==> src/rtl/load_store_queue.sv <==
// Load/store queue: circular FIFO of memory requests drained one at a time
// through a byte-wide memory port, with flush, pause and per-request completion.
module load_store_queue #(
    parameter int unsigned QUEUE_DEPTH = 4,
    parameter int unsigned ID_WIDTH    = 3
) (
    input  logic                clk_in,
    input  logic                rst_in,
    input  logic                rdy_in,
    input  logic                flush_pipline,
    input  logic                have_ins,
    input  logic [ID_WIDTH-1:0] ins_id,
    input  logic [31:0]         rs1_val,
    input  logic [31:0]         imm_val,
    input  logic [31:0]         rs2_val,
    input  logic                is_store,
    input  logic [2:0]          funct3,
    output logic                queue_full,
    output logic                mem_req,
    input  logic                mem_gnt,
    output logic [31:0]         mem_a,
    output logic [7:0]          mem_dout,
    output logic                mem_wr,
    input  logic [7:0]          mem_din,
    output logic                res_valid,
    output logic [ID_WIDTH-1:0] res_ins_id,
    output logic [31:0]         res_val
);
    localparam int unsigned PW = $clog2(QUEUE_DEPTH);
    localparam int unsigned CW = PW + 1;

    typedef enum logic [1:0] {StIdle, StReq, StXfer} state_e;

    logic [ID_WIDTH-1:0] r_q_id   [QUEUE_DEPTH];
    logic [31:0]         r_q_addr [QUEUE_DEPTH];
    logic [31:0]         r_q_data [QUEUE_DEPTH];
    logic                r_q_st   [QUEUE_DEPTH];
    logic [2:0]          r_q_f3   [QUEUE_DEPTH];

    logic [PW-1:0]       r_head, r_tail;
    logic [CW-1:0]       r_count;
    state_e              r_state, w_next;
    logic [2:0]          r_cnt;
    logic [ID_WIDTH-1:0] r_x_id;
    logic [31:0]         r_x_addr, r_x_data, r_ld;
    logic                r_x_st, r_kill;
    logic [2:0]          r_x_f3;

    logic [2:0]  w_n;
    logic        w_last, w_enq, w_done, w_pop, w_start;
    logic [1:0]  w_bidx;
    logic [31:0] w_ld, w_res;

    assign queue_full = (r_count == CW'(QUEUE_DEPTH));
    assign w_last  = r_x_st ? (r_cnt == w_n - 3'd1) : (r_cnt == w_n);
    assign w_enq   = rdy_in & have_ins & ~flush_pipline & ~queue_full;
    assign w_done  = rdy_in & (r_state == StXfer) & w_last;
    // A store that survived a flush finishes its bytes but has no queue entry left to pop.
    assign w_pop   = w_done & ~r_kill;
    assign w_start = rdy_in & ~flush_pipline & (r_state == StReq) & mem_gnt;
    assign w_bidx  = r_cnt[1:0] - 2'd1;

    always_comb begin
        case (r_x_f3[1:0])
            2'b00:   w_n = 3'd1;
            2'b01:   w_n = 3'd2;
            default: w_n = 3'd4;
        endcase
    end

    // mem_din answers the address of the previous cycle, so it lands in byte cnt-1.
    always_comb begin
        w_ld = r_ld;
        w_ld[{w_bidx, 3'b000} +: 8] = mem_din;
        case (r_x_f3)
            3'b000:  w_res = {{24{w_ld[7]}}, w_ld[7:0]};
            3'b001:  w_res = {{16{w_ld[15]}}, w_ld[15:0]};
            3'b100:  w_res = {24'd0, w_ld[7:0]};
            3'b101:  w_res = {16'd0, w_ld[15:0]};
            default: w_res = w_ld;
        endcase
    end

    always_ff @(posedge clk_in or negedge rst_in) begin
        if (!rst_in) r_state <= StIdle;
        else         r_state <= w_next;
    end

    always_comb begin
        w_next = r_state;
        if (rdy_in) begin
            case (r_state)
                StIdle: if (!flush_pipline && r_count != '0) w_next = StReq;
                StReq: begin
                    if (flush_pipline) w_next = StIdle;
                    else if (mem_gnt)  w_next = StXfer;
                end
                StXfer: if (w_last || (flush_pipline && !r_x_st)) w_next = StIdle;
                default: w_next = StIdle;
            endcase
        end
    end

    always_comb begin
        mem_req  = (r_state != StIdle);
        mem_a    = 32'd0;
        mem_dout = 8'd0;
        mem_wr   = 1'b0;
        if (r_state == StXfer && r_cnt < w_n) begin
            mem_a = r_x_addr + 32'(r_cnt);
            if (r_x_st) begin
                mem_wr   = rdy_in;
                mem_dout = r_x_data[{r_cnt[1:0], 3'b000} +: 8];
            end
        end
    end

    always_ff @(posedge clk_in) begin
        if (w_enq) begin
            r_q_id[r_tail]   <= ins_id;
            r_q_addr[r_tail] <= rs1_val + imm_val;
            r_q_data[r_tail] <= rs2_val;
            r_q_st[r_tail]   <= is_store;
            r_q_f3[r_tail]   <= funct3;
        end
    end

    always_ff @(posedge clk_in or negedge rst_in) begin
        if (!rst_in) begin
            r_head  <= '0;
            r_tail  <= '0;
            r_count <= '0;
        end else if (rdy_in) begin
            if (flush_pipline) begin
                r_head  <= '0;
                r_tail  <= '0;
                r_count <= '0;
            end else begin
                if (w_enq) r_tail <= r_tail + 1'b1;
                if (w_pop) r_head <= r_head + 1'b1;
                r_count <= r_count + CW'(w_enq) - CW'(w_pop);
            end
        end
    end

    always_ff @(posedge clk_in or negedge rst_in) begin
        if (!rst_in) begin
            r_cnt    <= '0;
            r_x_id   <= '0;
            r_x_addr <= '0;
            r_x_data <= '0;
            r_x_st   <= 1'b0;
            r_x_f3   <= '0;
            r_ld     <= '0;
            r_kill   <= 1'b0;
        end else if (rdy_in) begin
            if (w_start) begin
                r_cnt    <= '0;
                r_x_id   <= r_q_id[r_head];
                r_x_addr <= r_q_addr[r_head];
                r_x_data <= r_q_data[r_head];
                r_x_st   <= r_q_st[r_head];
                r_x_f3   <= r_q_f3[r_head];
                r_kill   <= 1'b0;
            end else if (r_state == StXfer) begin
                r_cnt <= r_cnt + 3'd1;
                if (!r_x_st && r_cnt != '0) r_ld <= w_ld;
                if (w_last)                             r_kill <= 1'b0;
                else if (flush_pipline && r_x_st)       r_kill <= 1'b1;
            end
        end
    end

    always_ff @(posedge clk_in or negedge rst_in) begin
        if (!rst_in) begin
            res_valid  <= 1'b0;
            res_ins_id <= '0;
            res_val    <= '0;
        end else if (rdy_in) begin
            res_valid <= w_pop & ~flush_pipline;
            if (w_pop && !flush_pipline) begin
                res_ins_id <= r_x_id;
                res_val    <= r_x_st ? 32'd0 : w_res;
            end
        end
    end
endmodule

==> config.mk <==
export PLATFORM = sky130hd
export DESIGN_NAME = load_store_queue
export DESIGN_NICKNAME = d
export VERILOG_FILES = /design/src/rtl/load_store_queue.sv
export SDC_FILE = /design/constraint.sdc
export NUM_CORES = 1
export LEC_CHECK = 0
export ABC_CLOCK_PERIOD_IN_PS = 6800
export BUFFER_PORTS_ARGS = -buffer_cell sky130_fd_sc_hd__buf_2
export CORE_MARGIN = 4
export CORE_UTILIZATION = 35
export CTS_BUF_LIST = sky130_fd_sc_hd__clkbuf_8
export CTS_CLUSTER_DIAMETER = 50
export CTS_CLUSTER_SIZE = 40
export DETAILED_ROUTE_END_ITERATION = 12
export SKIP_CTS_REPAIR_TIMING = 1
export SYNTH_ARGS = -nofsm -noshare
export SYNTH_HDL_FRONTEND = slang
export SYNTH_SLANG_ARGS = --single-unit
==> constraint.sdc <==
create_clock -name clk_in -period 6.8 [get_ports clk_in]
set_input_delay 1.02 -clock clk_in [delete_from_list [all_inputs] [get_ports clk_in]]
set_output_delay 1.02 -clock clk_in [all_outputs]
set_load 0.02 [all_outputs]
# Word-level counts from Yosys, hierarchy flattened
# Memory sizes are Yosys's and may differ from the RTL's. A register that Yosys moved wholly into a read port is not among the register bits.
# Index checks and enable logic that the tools add are counted.
[word_totals] reg_bits=81 mem_bits_rw=284 inputBits=117 out_inout_bits=79 word_cells=115 mem_count=5
[op_classes] add_sub_neg=10 n_lt_le_gt_ge=1 eq_ne=12 shift=3 n_mux=28 bitwise=14 n_reduce_logical=32
[mem_list] name="r_q_addr" depth=4 width=32 read_ports=1 rd_clocked_by_memory_dff=1 write_ports=1 line_no="35" rtl="logic [31:0] r_q_addr [QUEUE_DEPTH];"
[mem_list] name="r_q_data" depth=4 width=32 read_ports=1 rd_clocked_by_memory_dff=1 write_ports=1 line_no="36" rtl="logic [31:0] r_q_data [QUEUE_DEPTH];"
[mem_list] name="r_q_f3" depth=4 width=3 read_ports=1 rd_clocked_by_memory_dff=1 write_ports=1 line_no="38" rtl="logic [2:0] r_q_f3 [QUEUE_DEPTH];"
[mem_list] name="r_q_id" depth=4 width=3 read_ports=1 rd_clocked_by_memory_dff=1 write_ports=1 line_no="34" rtl="logic [ID_WIDTH-1:0] r_q_id [QUEUE_DEPTH];"
[mem_list] name="r_q_st" depth=4 width=1 read_ports=1 rd_clocked_by_memory_dff=1 write_ports=1 line_no="37" rtl="logic r_q_st [QUEUE_DEPTH];"
[op_table] cell="one-hot mux 32 bit (4 select lines)" count=1
[op_table] cell="two-way mux 32 bit" count=2
[op_table] cell="adder 32 x 3 -> 32 bit" count=1
[op_table] cell="adder 32 bit" count=1
[op_table] cell="bitwise mux 32 bit" count=1
[op_table] cell="variable shift 8 x 7 -> 32 bit, first input constant" count=1
[op_table] cell="variable part select 32 x 6 -> 8 bit" count=1
[op_table] cell="variable part select 8 x 7 -> 32 bit" count=1
[op_table] cell="two-way mux 2 bit" count=8
[op_table] cell="two-way mux 8 bit" count=2
[op_table] cell="bitwise AND 1 bit" count=10
[op_table] cell="AND reduction 2 bit" count=5
[op_table] cell="== test 3 bit, second input constant" count=3
[op_table] cell="two-way mux 1 bit" count=9
[op_table] cell="two-way mux 3 bit" count=3
[op_table] cell="nonzero test 3 bit" count=3
[op_table] cell="AND reduction 4 bit" count=2
[op_table] cell="nonzero test 2 bit" count=4
[op_table] cell="zero test 1 bit" count=7
[op_table] cell="negator 5 -> 7 bit" count=1
[op_table] cell="== test 3 bit" count=2
[op_table] cell="logical AND 1 bit" count=6
[op_table] cell="one-hot mux 2 bit (3 select lines)" count=1
[op_table] cell="one-hot mux 3 bit (2 select lines)" count=1
[op_table] cell="17 further kinds" count=24

# Logic depth before layout (Yosys ltp)
[depth] depth_word=9 mapped_depth=17 mapped_depth_nobuf=16

# Least setup slack after synthesis
# No wires, ideal clock.
[synth_timing] kind="input to register" start="in flush_pipline" end="mem r_q_addr[0][0] (enable)" setup_ns=0.437 arrival_ns=3.242 required_time_ns=6.363 path_slack_ns=3.120 stages=3 n_path_buf=1 cell_sequence="clkbuf_1 -> nor2_1 -> and3_1"
[synth_via] elab_chain_cells=5
[synth_rtl] item="start: declaration" line_no="10" rtl="input logic flush_pipline,"
[synth_rtl] item="NOT 1 bit" line_no="56" rtl="assign w_enq = rdy_in & have_ins & ~flush_pipline & ~queue_full;"
[synth_rtl] item="bitwise AND 1 bit (2 in series)" line_no="56"
[synth_rtl] item="two-way mux 1 bit" line_no="119" rtl="if (w_enq) begin"
[synth_rtl] item="two-way mux 1 bit (not written as such)" line_no="121" rtl="r_q_addr[r_tail] <= rs1_val + imm_val;"
[synth_rtl] item="end: declaration" line_no="35"
# Every way passes these cells.

# Final worst setup path
[layout_timing] start="reg r_cnt[0]" end="out mem_a[30]"
[layout_via] elab_chain_cells=3 elab_cells_between_ends=4 classes_between="add/sub (1); order compare (1); mux (1); reduce/logical (1)"
[layout_rtl] item="start: declaration" line_no="43" rtl="logic [2:0] r_cnt;"
[layout_rtl] item="start signal: assignment" line_no="166" rtl="r_cnt <= r_cnt + 3'd1;"
[layout_rtl] item="branches (longest 2 deep; another with adder 32 x 3 -> 32 bit)"
[layout_rtl] item="two-way mux 32 bit (*)" line_no="109" rtl="if (r_state == StXfer && r_cnt < w_n) begin"
[layout_rtl] item="end: declaration" line_no="21" rtl="output logic [31:0] mem_a,"
# Every way passes the cells marked *.

==> impl_metrics.yaml <==
timing:
  fmax_mhz: 218.5
  fin_ws_ps: 2222
  hold_ws_ps: 451.6
  setup_viol: 0
  worstMarginPinSlew_ps: 1078
  drv_slew: 0
  hold_viol_final: 0
  setup_tns_ps: 0
  rsz0062_at_grt: "no"
  relSlewSlack: 0.2814
  post-route-period-util: 0.6732
  fin_skew_ps: 34.46
  period_minus_slack_ps: 4578
synthesis:
  synth_edf_count: 284
  synthArstFlopShare: 0.3486
  synth_flop_cell: "edfxtp_1"
  yosys.cell_types.count: 61
  ys_seq_elements: 436
  ys_warn_count: 0
  netlist_area_um2: 19500
  ys_seq_area_frac: 0.6324
  syn_inst: 1342
  synth_fp_nets: 1511
  syn_area_per_cell_um2: 14.53
global_route:
  grt_max_degree: 78
  grt_pass1_wl_um: 70280
  grt_usage: 0.1508
  grt-ovfl-total: 0
  grt_pass1_vias: 11996
  antenna_found_initial: 7
setup_path:
  ff2ff_setup_slack_ps: 3010
  crit_required_ps: 5780
  worstPathMaxFanout: 10
  crit_arrival_ps: 3560
  crit_type: "flip-flop to primary output"
  reg2reg_from: "r_x_f3[1]$_DFFE_PN0P_"
  crit_path_start_kind: "flip-flop"
  ff2ff_path_depth: 15
  crit_path_end_kind: "primary output"
  r2r_end: "r_count[2]$_DFFE_PN0P_"
power_and_ir_drop:
  p_leak_uw: 0.008506
  powerDensity_nw_per_um2: 316.8
  vdd_drop_max_uv: 138.5
clocking:
  h-tree-depth: 2
  cts_made_buffers: 42
  cts_tree: "built"
  cts-root-buf: "clkbuf_8"
  clk_pin_slew_ps: 110
  cts_sinks: 436
  cts_buffer_depth: 3
  clkLatencyLatePin_ps: 610
floorplanning:
  fp.dieW_um: 244.0
  pin_count: 196
  start_util: 0.3540
  dieArea_um2: 59560
  die_height_um: 244.0
  rows: 86
  core_um2: 55090
placement:
  io_buffers: 195
  place_ws_ps: 2436
  placed_cell_area_um2: 21300
  place.gp.congestion: 0.8146
  dpl.hpwl_um: 30030
  dp_cells: 2236
routing:
  drtAntennaViolNets: 0
  drc_errors: 0
  dr.pass1.iters: 4
  vias: 11686
  wl_per_cell_um: 19.47
  vias_per_cell: 5.048
  drtIter0Drc: 761
  drt-total-wl_um: 45060
status:
  status: "complete, no violations"
run:
  max_cap_viol_count: 0
worst_hold_path:
  holdCritPathClass: "input pin to async pin"
layout:
  syn_to_final_growth_pct: 14.17
  layout-drive-gt1-share: 0.2875
  fin_cells: 2315
  fill_cells: 5210
  fin_nets: 1701
  fin_area_um2: 22270
==> cells by family (layout without fill, tap and decap cells) <==
kind of cell               after synthesis  count (layout)  synth area share
xor gates and xnor gates                62              62           0.02862
muxes                                  152             152            0.1339
DFF                                    436             436            0.6324
AOI/OAI and AO/OA                      235             235           0.07289
adders and majority gates               52              52           0.03452
and+or+nand+nor                        314             314           0.07911
buffers and inverters                   91             314           0.01861
other                                    0               2                 0
==> cells in the final DEF (no fill, tap or decap), drive strengths merged, types with 45 or more instances in the layout <==
cell type    n
a21oi      100
buf        209
clkbuf      45
dfrtp      152
edfxtp     284
ha          49
mux2        72
mux4        79
nand2       86
nor2        89
o21ai       45
==> stage by stage <==
stage / utilization / power [uW]
final: 0.4041 / 7054
after global routing: 0.4041 / 7491
after CTS: 0.4040 / 7161
after detailed placement: 0.3866 / 5361
after global placement: 0.3866 / 5312
after floorplan: - / 4771
==> state kept, by name (all words and copies together) (netlist names), 3 cells and up <==
| signal | flops |
|---|---|
| r_q_addr | 128 |
| r_q_data | 128 |
| r_ld | 32 |
| r_x_addr | 32 |
| r_x_data | 32 |
| res_val | 32 |
| r_q_f3 | 12 |
| r_q_id | 12 |
| r_q_st | 4 |
| r_cnt | 3 |
| r_count | 3 |
| r_x_f3 | 3 |
| r_x_id | 3 |
| res_ins_id | 3 |
==> critical path, stage by stage, from the launching register on <==
cell and delay [ps]:
dfrtp_1 540, buf_4 320, ha_1 230, fa_1 220, a21oi_1 140, nor4_2 490, and3_1 380, nand3_1 120
xor2_1 150, nor2_1 160, buf_2 200
==> report_power, final <==
group / internal (uW) / leakage [uW] / switching [uW]
combinational: 801 / 0.00345 / 931
sequential: 3220 / 0.00457 / 319
clock: 788 / 0.000489 / 994
==> synth_stat cells, types with 6 or more instances <==
cell	n	area share
dfrtp_1	152	0.20
ha_1	49	0.031
buf_2	11	0.0028
clkbuf_1	43	0.0083
and3_1	24	0.0077
xor2_1	31	0.014
xnor2_1	30	0.013
mux4_2	79	0.091
nand3_1	12	0.0031
nor2_1	89	0.017
nor2b_1	37	0.012
nor3_1	10	0.0026
nand2_1	85	0.016
mux2_2	69	0.040
and2_1	23	0.0074
nand4_1	9	0.0029
o21ai_0	29	0.0074
a21o_1	10	0.0038
o21ai_1	16	0.0041
o31ai_1	29	0.011
a31oi_1	12	0.0038
a21oi_1	100	0.026
edfxtp_1	284	0.44
o21bai_1	6	0.0023
buf_1	8	0.0015
inv_1	27	0.0052
==> layout make-up <==
| class | instances | area [um2] | share of cell area |
|---|---|---|---|
| clock inverter | 32 | 340.3 | 0.01529 |
| inverter | 28 | 105.1 | 0.004720 |
| tap | 748 | 935.9 | 0.04203 |
| timing repair buffer | 209 | 1087 | 0.04883 |
| antenna | 2 | 5.005 | 0.0002248 |
| clock buffer | 45 | 619.3 | 0.02782 |
| sequential | 436 | 12340 | 0.5542 |
| multi-input combinational | 815 | 6833 | 0.3069 |
==> layer usage <==
| metal | up-vias | GRT usage | wire [um] |
|---|---|---|---|
| li1 | 5446 | - | - |
| met1 | 5894 | 0.2014 | 19760 |
| met2 | 276 | 0.2558 | 22230 |
| met3 | 66 | 0.02390 | 1973 |
| met4 | 4 | 0.04489 | 1078 |
| met5 | - | 0 | 18 |
==> worst max-delay path by stage <==
stage,from,endpoint,cells past startpoint
final,r_cnt[0]$_DFFE_PN0P_,mem_a[30],10
after detailed placement,rs1_val[0],r_q_addr[3][26]$_DFFE_PP_,10
after CTS,r_cnt[0]$_DFFE_PN0P_,mem_a[30],10
after global placement,rs1_val[0],r_q_addr[0][26]$_DFFE_PP_,10
after global routing,r_cnt[0]$_DFFE_PN0P_,mem_a[30],10
after floorplan,flush_pipline,r_q_addr[0][0]$_DFFE_PP_,3
No activity file was read; power rests on OpenSTA's default activity.
